[config.mk]
export PLATFORM = sky130hd
export DESIGN_NAME = fetch_ctrl
export DESIGN_NICKNAME = d
export VERILOG_FILES = /design/src/rtl/fetch_ctrl.sv
export SDC_FILE = /design/constraint.sdc
export NUM_CORES = 1
export LEC_CHECK = 0
export ABC_CLOCK_PERIOD_IN_PS = 2300
export CAP_MARGIN = 15
export CORE_UTILIZATION = 48
export DETAILED_ROUTE_END_ITERATION = 10
export PLACE_DENSITY = 0.89
export SLEW_MARGIN = 15
export SYNTH_ARGS = -nofsm -noshare
export SYNTH_HDL_FRONTEND = slang
export SYNTH_SLANG_ARGS = --single-unit
[constraint.sdc]
create_clock -name clk -period 2.3 [get_ports clk]
set_input_delay 0.69 -clock clk [delete_from_list [all_inputs] [get_ports clk]]
set_output_delay 0.69 -clock clk [all_outputs]
set_load 0.1 [all_outputs]
[src/rtl/fetch_ctrl.sv]
// fetch_ctrl: fetch sequencer for variable-latency instruction memory with a one-entry output slot.
// Optional performance counters are built when FETCH_PERF_EN is defined.
module fetch_ctrl #(
  parameter logic [15:0] RESET_PC  = 16'h0000,
  parameter logic [15:0] NOP_INSTR = 16'h0800
) (
  input  logic        clk,
  input  logic        rst_n,
  input  logic        stall_i,
  input  logic        redirect_i,
  input  logic [15:0] redirect_pc_i,
  input  logic        halt_i,
  output logic        imem_req_o,
  output logic [15:0] imem_addr_o,
  input  logic        imem_done_i,
  input  logic [15:0] imem_data_i,
  output logic        valid_o,
  output logic [15:0] instr_o,
  output logic [15:0] pc_o,
  output logic [15:0] pc_next_o,
  output logic        halted_o,
  output logic [15:0] fetch_cnt_o,
  output logic [15:0] wait_cyc_o
);
  typedef enum logic [2:0] {S_IDLE, S_REQ, S_WAIT, S_HOLD, S_DRAIN, S_HALT} state_t;

  state_t      r_state, w_state_n;
  logic [15:0] r_pc, w_pc_n;
  logic        r_halt_pend, w_halt_pend_n;
  logic        r_valid, w_valid_n;
  logic [15:0] r_instr, w_instr_n, r_pc_o, w_pc_o_n;
  logic [15:0] r_hold_data, w_hold_data_n, r_hold_pc, w_hold_pc_n;
  logic        r_req, r_halted;
  logic [15:0] r_addr;
  logic        w_done_wait, w_slot_free, w_flush, w_busy;

  assign w_done_wait = (r_state == S_WAIT) && imem_done_i;
  assign w_slot_free = !r_valid || !stall_i;
  assign w_flush     = (r_state != S_HALT) && (redirect_i || halt_i);
  // a memory response is still owed after this cycle, so a flush must drain it
  assign w_busy      = (r_state == S_REQ) ||
                       ((r_state == S_WAIT || r_state == S_DRAIN) && !imem_done_i);

  always_comb begin
    w_state_n     = r_state;
    w_pc_n        = r_pc;
    w_halt_pend_n = r_halt_pend;
    w_valid_n     = r_valid;
    w_instr_n     = r_instr;
    w_pc_o_n      = r_pc_o;
    w_hold_data_n = r_hold_data;
    w_hold_pc_n   = r_hold_pc;
    if (r_valid && !stall_i) begin
      w_valid_n = 1'b0;
      w_instr_n = NOP_INSTR;
    end
    case (r_state)
      S_IDLE: w_state_n = S_REQ;
      S_REQ:  w_state_n = S_WAIT;
      S_WAIT: if (w_done_wait) begin
        w_pc_n = r_pc + 16'd2;
        if (w_slot_free) begin
          w_valid_n = 1'b1;
          w_instr_n = imem_data_i;
          w_pc_o_n  = r_pc;
          w_state_n = S_REQ;
        end else begin
          w_hold_data_n = imem_data_i;
          w_hold_pc_n   = r_pc;
          w_state_n     = S_HOLD;
        end
      end
      S_HOLD: if (!stall_i) begin
        w_valid_n = 1'b1;
        w_instr_n = r_hold_data;
        w_pc_o_n  = r_hold_pc;
        w_state_n = S_REQ;
      end
      S_DRAIN: if (imem_done_i) w_state_n = r_halt_pend ? S_HALT : S_REQ;
      default: ;
    endcase
    if (w_flush) begin
      w_valid_n = 1'b0;
      w_instr_n = NOP_INSTR;
      if (redirect_i) begin
        w_pc_n    = redirect_pc_i;
        w_state_n = w_busy ? S_DRAIN : S_REQ;
      end else begin
        w_halt_pend_n = 1'b1;
        w_state_n     = (w_busy && r_state != S_DRAIN) ? S_DRAIN : S_HALT;
      end
    end
  end

  always_ff @(posedge clk or negedge rst_n) begin
    if (!rst_n) begin
      r_state     <= S_IDLE;
      r_pc        <= RESET_PC;
      r_halt_pend <= 1'b0;
      r_valid     <= 1'b0;
      r_instr     <= NOP_INSTR;
      r_pc_o      <= RESET_PC;
      r_hold_data <= NOP_INSTR;
      r_hold_pc   <= RESET_PC;
      r_req       <= 1'b0;
      r_addr      <= RESET_PC;
      r_halted    <= 1'b0;
    end else begin
      r_state     <= w_state_n;
      r_pc        <= w_pc_n;
      r_halt_pend <= w_halt_pend_n;
      r_valid     <= w_valid_n;
      r_instr     <= w_instr_n;
      r_pc_o      <= w_pc_o_n;
      r_hold_data <= w_hold_data_n;
      r_hold_pc   <= w_hold_pc_n;
      r_req       <= (w_state_n == S_REQ);
      r_addr      <= w_pc_n;
      r_halted    <= (r_state == S_HALT);
    end
  end

  assign imem_req_o  = r_req;
  assign imem_addr_o = r_addr;
  assign valid_o     = r_valid;
  assign instr_o     = r_instr;
  assign pc_o        = r_pc_o;
  assign pc_next_o   = r_pc_o + 16'd2;
  assign halted_o    = r_halted;

`ifdef FETCH_PERF_EN
  logic [15:0] r_fetch_cnt, r_wait_cyc;
  logic        w_load;
  assign w_load = !w_flush && ((w_done_wait && w_slot_free) || (r_state == S_HOLD && !stall_i));

  always_ff @(posedge clk or negedge rst_n) begin
    if (!rst_n) begin
      r_fetch_cnt <= 16'h0000;
      r_wait_cyc  <= 16'h0000;
    end else if (r_state != S_HALT) begin
      if (w_load)            r_fetch_cnt <= r_fetch_cnt + 16'd1;
      if (r_state == S_WAIT) r_wait_cyc  <= r_wait_cyc + 16'd1;
    end
  end

  assign fetch_cnt_o = r_fetch_cnt;
  assign wait_cyc_o  = r_wait_cyc;
`else
  assign fetch_cnt_o = 16'h0000;
  assign wait_cyc_o  = 16'h0000;
`endif
endmodule

==> results_dict.tcl <==
set metrics [dict create \
    outcome "finished with violations" \
    violations "negative setup slack" \
    root_buffer "clkbuf_8" \
    async_reset_ff_share_pct 100 \
    dr.pass1.iters 5 \
    switchingPower_mw 5.04 \
    sequentialPowerShare_pct 25.9 \
    grt_pass1_wl_um 19800 \
    final_hold_viol_count 0 \
    yosysSeqAreaShare_pct 47.6 \
    antenna_found_initial 0 \
    synth_area_leaders "dfrtp_1 (46%), mux2_2 (7.9%), buf_4 (5.7%)" \
    r2r_slack_ns 0.33 \
    cts_tree "yes" \
    ys.warnings.count 0 \
    synth_top_area_share_pct 46.5 \
    numClockSinks 87 \
    vias 4039 \
    cts_made_buffers 9 \
    die_width_um 99.7 \
    setup_viol 12 \
    cpLargestDelayFamily "simple AND/OR/NAND/NOR gates" \
    syn_inst 452 \
    area_growth_pct 49.6 \
    ctsHtreeMaxLevel 3 \
    maxCapViolations 0 \
    cp-start-kind "register" \
    diodes 0 \
    maxSlewViolCount 0 \
    grt_max_degree 38 \
    syn_area_per_cell_um2 10.1 \
    cp.arrival_ns 1.96 \
    fin_skew_ns 0.00691 \
    dpl.hpwl_um 8810 \
    swShare_pct 54.0 \
    row_count 35 \
    p_clk_share_pct 11.3 \
    clk_path_buf_depth 2 \
    num_io_pins 137 \
    slew_headroom_pct 55.4 \
    clk_pin_slew_ns 0.09 \
    die_h_um 99.7 \
    rsz0062_at_grt "true" \
    initial_core_util_pct 49.5 \
    cp_slowest_cell "dfrtp_4" \
    cp-end-kind "output port" \
    drt-initial-drc-count 338 \
    cp_max_fo 4 \
    worst_pin_slew_ns 0.662 \
    slowest_delay_ns 0.43 \
    place.port_buffers 104 \
    final_layout_size_suffix_gt1_share_pct 35.5 \
    crit_type "reg2out" \
    drc 0 \
    yosysMostFrequentCell "dfrtp_1" \
    dieArea_um2 9930 \
    fmax_mhz 378 \
    peakVddDrop_uv 951 \
    grt_pass1_vias 4033 \
    internal_power_mw 4.30 \
    synth_enable_flop_cells 0 \
    ys_ff_latch 87 \
    p_per_area_nw_per_um2 1360 \
    path_cells "ha_4 -> nand4_1 -> nor2_4 -> nand3_4 -> xnor2_4 -> buf_12" \
    finalWorstSetupSlack_ns -0.348 \
    comb_power_share_pct 62.8 \
    p_leak_nw 3.08 \
    synth_area_um2 4580 \
    timing.hold.ws_ns 0.289 \
    synthTopCellsByCount "dfrtp_1 (85), o21ai_0 (47), nand2_1 (45)" \
    wl_per_cell_um 17.5 \
    overflow 0 \
    nets 618 \
    hold_class "in2async" \
    grt_usage_pct 25.3 \
    path_buf_inv 1 \
    synthDistinctLibCells 54 \
    r2r_cells 5 \
    final_core_util_pct 74.1 \
    gp_congestion 0.856 \
    synth.largest_area_cell "dfrtp_1" \
    r2r_end "instr_o[3]" \
    routed_via_density 5.67 \
    clk_latency_ns 0.35 \
    worstPathRequired_ns 1.61 \
    core_area_um2 9240 \
    r2r-start "r_state[1]" \
    ys.flop_type "dfrtp_1" \
    wl_um 12500 \
    postRouteAntennaNets 0 \
    period_share_pct 115 \
    fin_crit_ns 2.65 \
]
## metrics by stage
stage	setup TNS, ns	instances	instance area [um^2]	power [mW]	setup slack (ns)
detailed placement	-4.18	685	6490	8.15	-0.147
global route	-3.49	712	6850	9.67	-0.425
floorplan	-3.08	483	5040	6.14	-0.450
finish	-2.61	712	6850	9.34	-0.348
CTS	-2.32	706	6770	9.27	-0.334
global placement	-2.59	685	6490	8.03	-0.0817
## per-layer routing
layer | share of wire [%] | vias to the layer above | wire length [um] | track usage [%]
met5 | 0 | - | 0 | 0
met4 | 2.0 | 0 | 250 | 8.94
met3 | 6.5 | 28 | 814 | 4.85
li1 | - | 1800 | - | -
met2 | 53 | 231 | 6630 | 44.0
met1 | 38 | 1980 | 4780 | 31.5
## worst reg2reg max path, delay by kind of cell, from the launching register on
family / cells / cell delay [ns]
buffers and inverters: 1 / 0.26
AND/OR/NAND/NOR: 2 / 0.68
AO/OA/AOI/OAI: 2 / 0.35
flip-flops: 1 / 0.60
## repair_timing
item	in CTS	in global routing
setup buffers	5	7
hold endpoints to repair	0	0
cloned	0	0
pin swaps	8	12
hold buffers	0	0
endpoints found under the setup margin	10	12
resized for setup	9	8
## cell usage in the layout, fill, tap and decap left out, types with 10 or more instances in the layout
| cell type | synthesis | final |
|---|---|---|
| a21oi_1 | 12 | 12 |
| a31oi_1 | 14 | 14 |
| buf_12 | 0 | 46 |
| buf_4 | 35 | 58 |
| clkbuf_8 | 0 | 10 |
| clkdlybuf4s50_1 | 0 | 36 |
| conb_1 | 1 | 32 |
| dfrtp_1 | 85 | 72 |
| dfrtp_4 | 0 | 11 |
| mux2_2 | 32 | 32 |
| mux2i_1 | 18 | 18 |
| nand2_1 | 45 | 41 |
| nand3_1 | 17 | 11 |
| nand4_1 | 10 | 10 |
| nor2_1 | 16 | 12 |
| o21ai_0 | 47 | 47 |
## area by class of cell
cell class                      count  area (um^2)
Multi-Input combinational cell    331         2490
Fill cell                         562         2390
Sequential cell                    87         2220
Timing Repair Buffer              143         1750
Tap cell                          129          161
Clock buffer                       11          141
Clock inverter                      5         57.6
Inverter                            6         22.5
## how the worst max path moves through the flow
| stage | from | depth (start not counted) | end | slack (ns) |
|---|---|---|---|---|
| 2_1_floorplan | pc_o[1] | 5 | pc_next_o[13] | -0.45 |
| 3_3_place_gp | imem_done_i | 5 | imem_addr_o[14] | -0.08 |
| 3_5_place_dp | imem_done_i | 5 | imem_addr_o[14] | -0.15 |
| 4_1_cts | pc_o[2] | 6 | pc_next_o[9] | -0.33 |
| 5_1_grt | pc_o[2] | 6 | pc_next_o[15] | -0.42 |
| 6_report | pc_o[2] | 6 | pc_next_o[15] | -0.35 |
## power groups by stage
stage                     logic (mW)  registers (mW)  clock network, mW
final                           5.86            2.42               1.06
after global routing            6.06            2.47               1.14
after CTS                       5.77            2.42               1.08
after detailed placement        5.66            2.49                  0
after global placement          5.58            2.44                  0
after floorplan                 1.96            4.19                  0
## sequential cells by signal, summed over array words and instances, names as in the netlist, 3 cells and up
signal,count
r_hold_pc,16
instr_o,16
imem_addr_o,16
r_hold_data,16
r_state,3
pc_o,16
## logic make-up (layout without fill, tap and decap cells)
| kind of cell | Yosys count | count (layout) | synth area share (%) |
|---|---|---|---|
| adder cells (fa/ha/maj) | 2 | 2 | 0.547 |
| other | 1 | 32 | 0.0819 |
| XOR/XNOR | 22 | 22 | 4.21 |
| multiplexers | 50 | 50 | 11.8 |
| buffers and inverters | 65 | 165 | 8.44 |
| flip-flops | 87 | 87 | 47.6 |
| AO/OA/AOI/OAI | 101 | 101 | 13.2 |
| AND/OR/NAND/NOR | 124 | 124 | 14.1 |
Note: power is estimated with default switching activity, not from simulation.
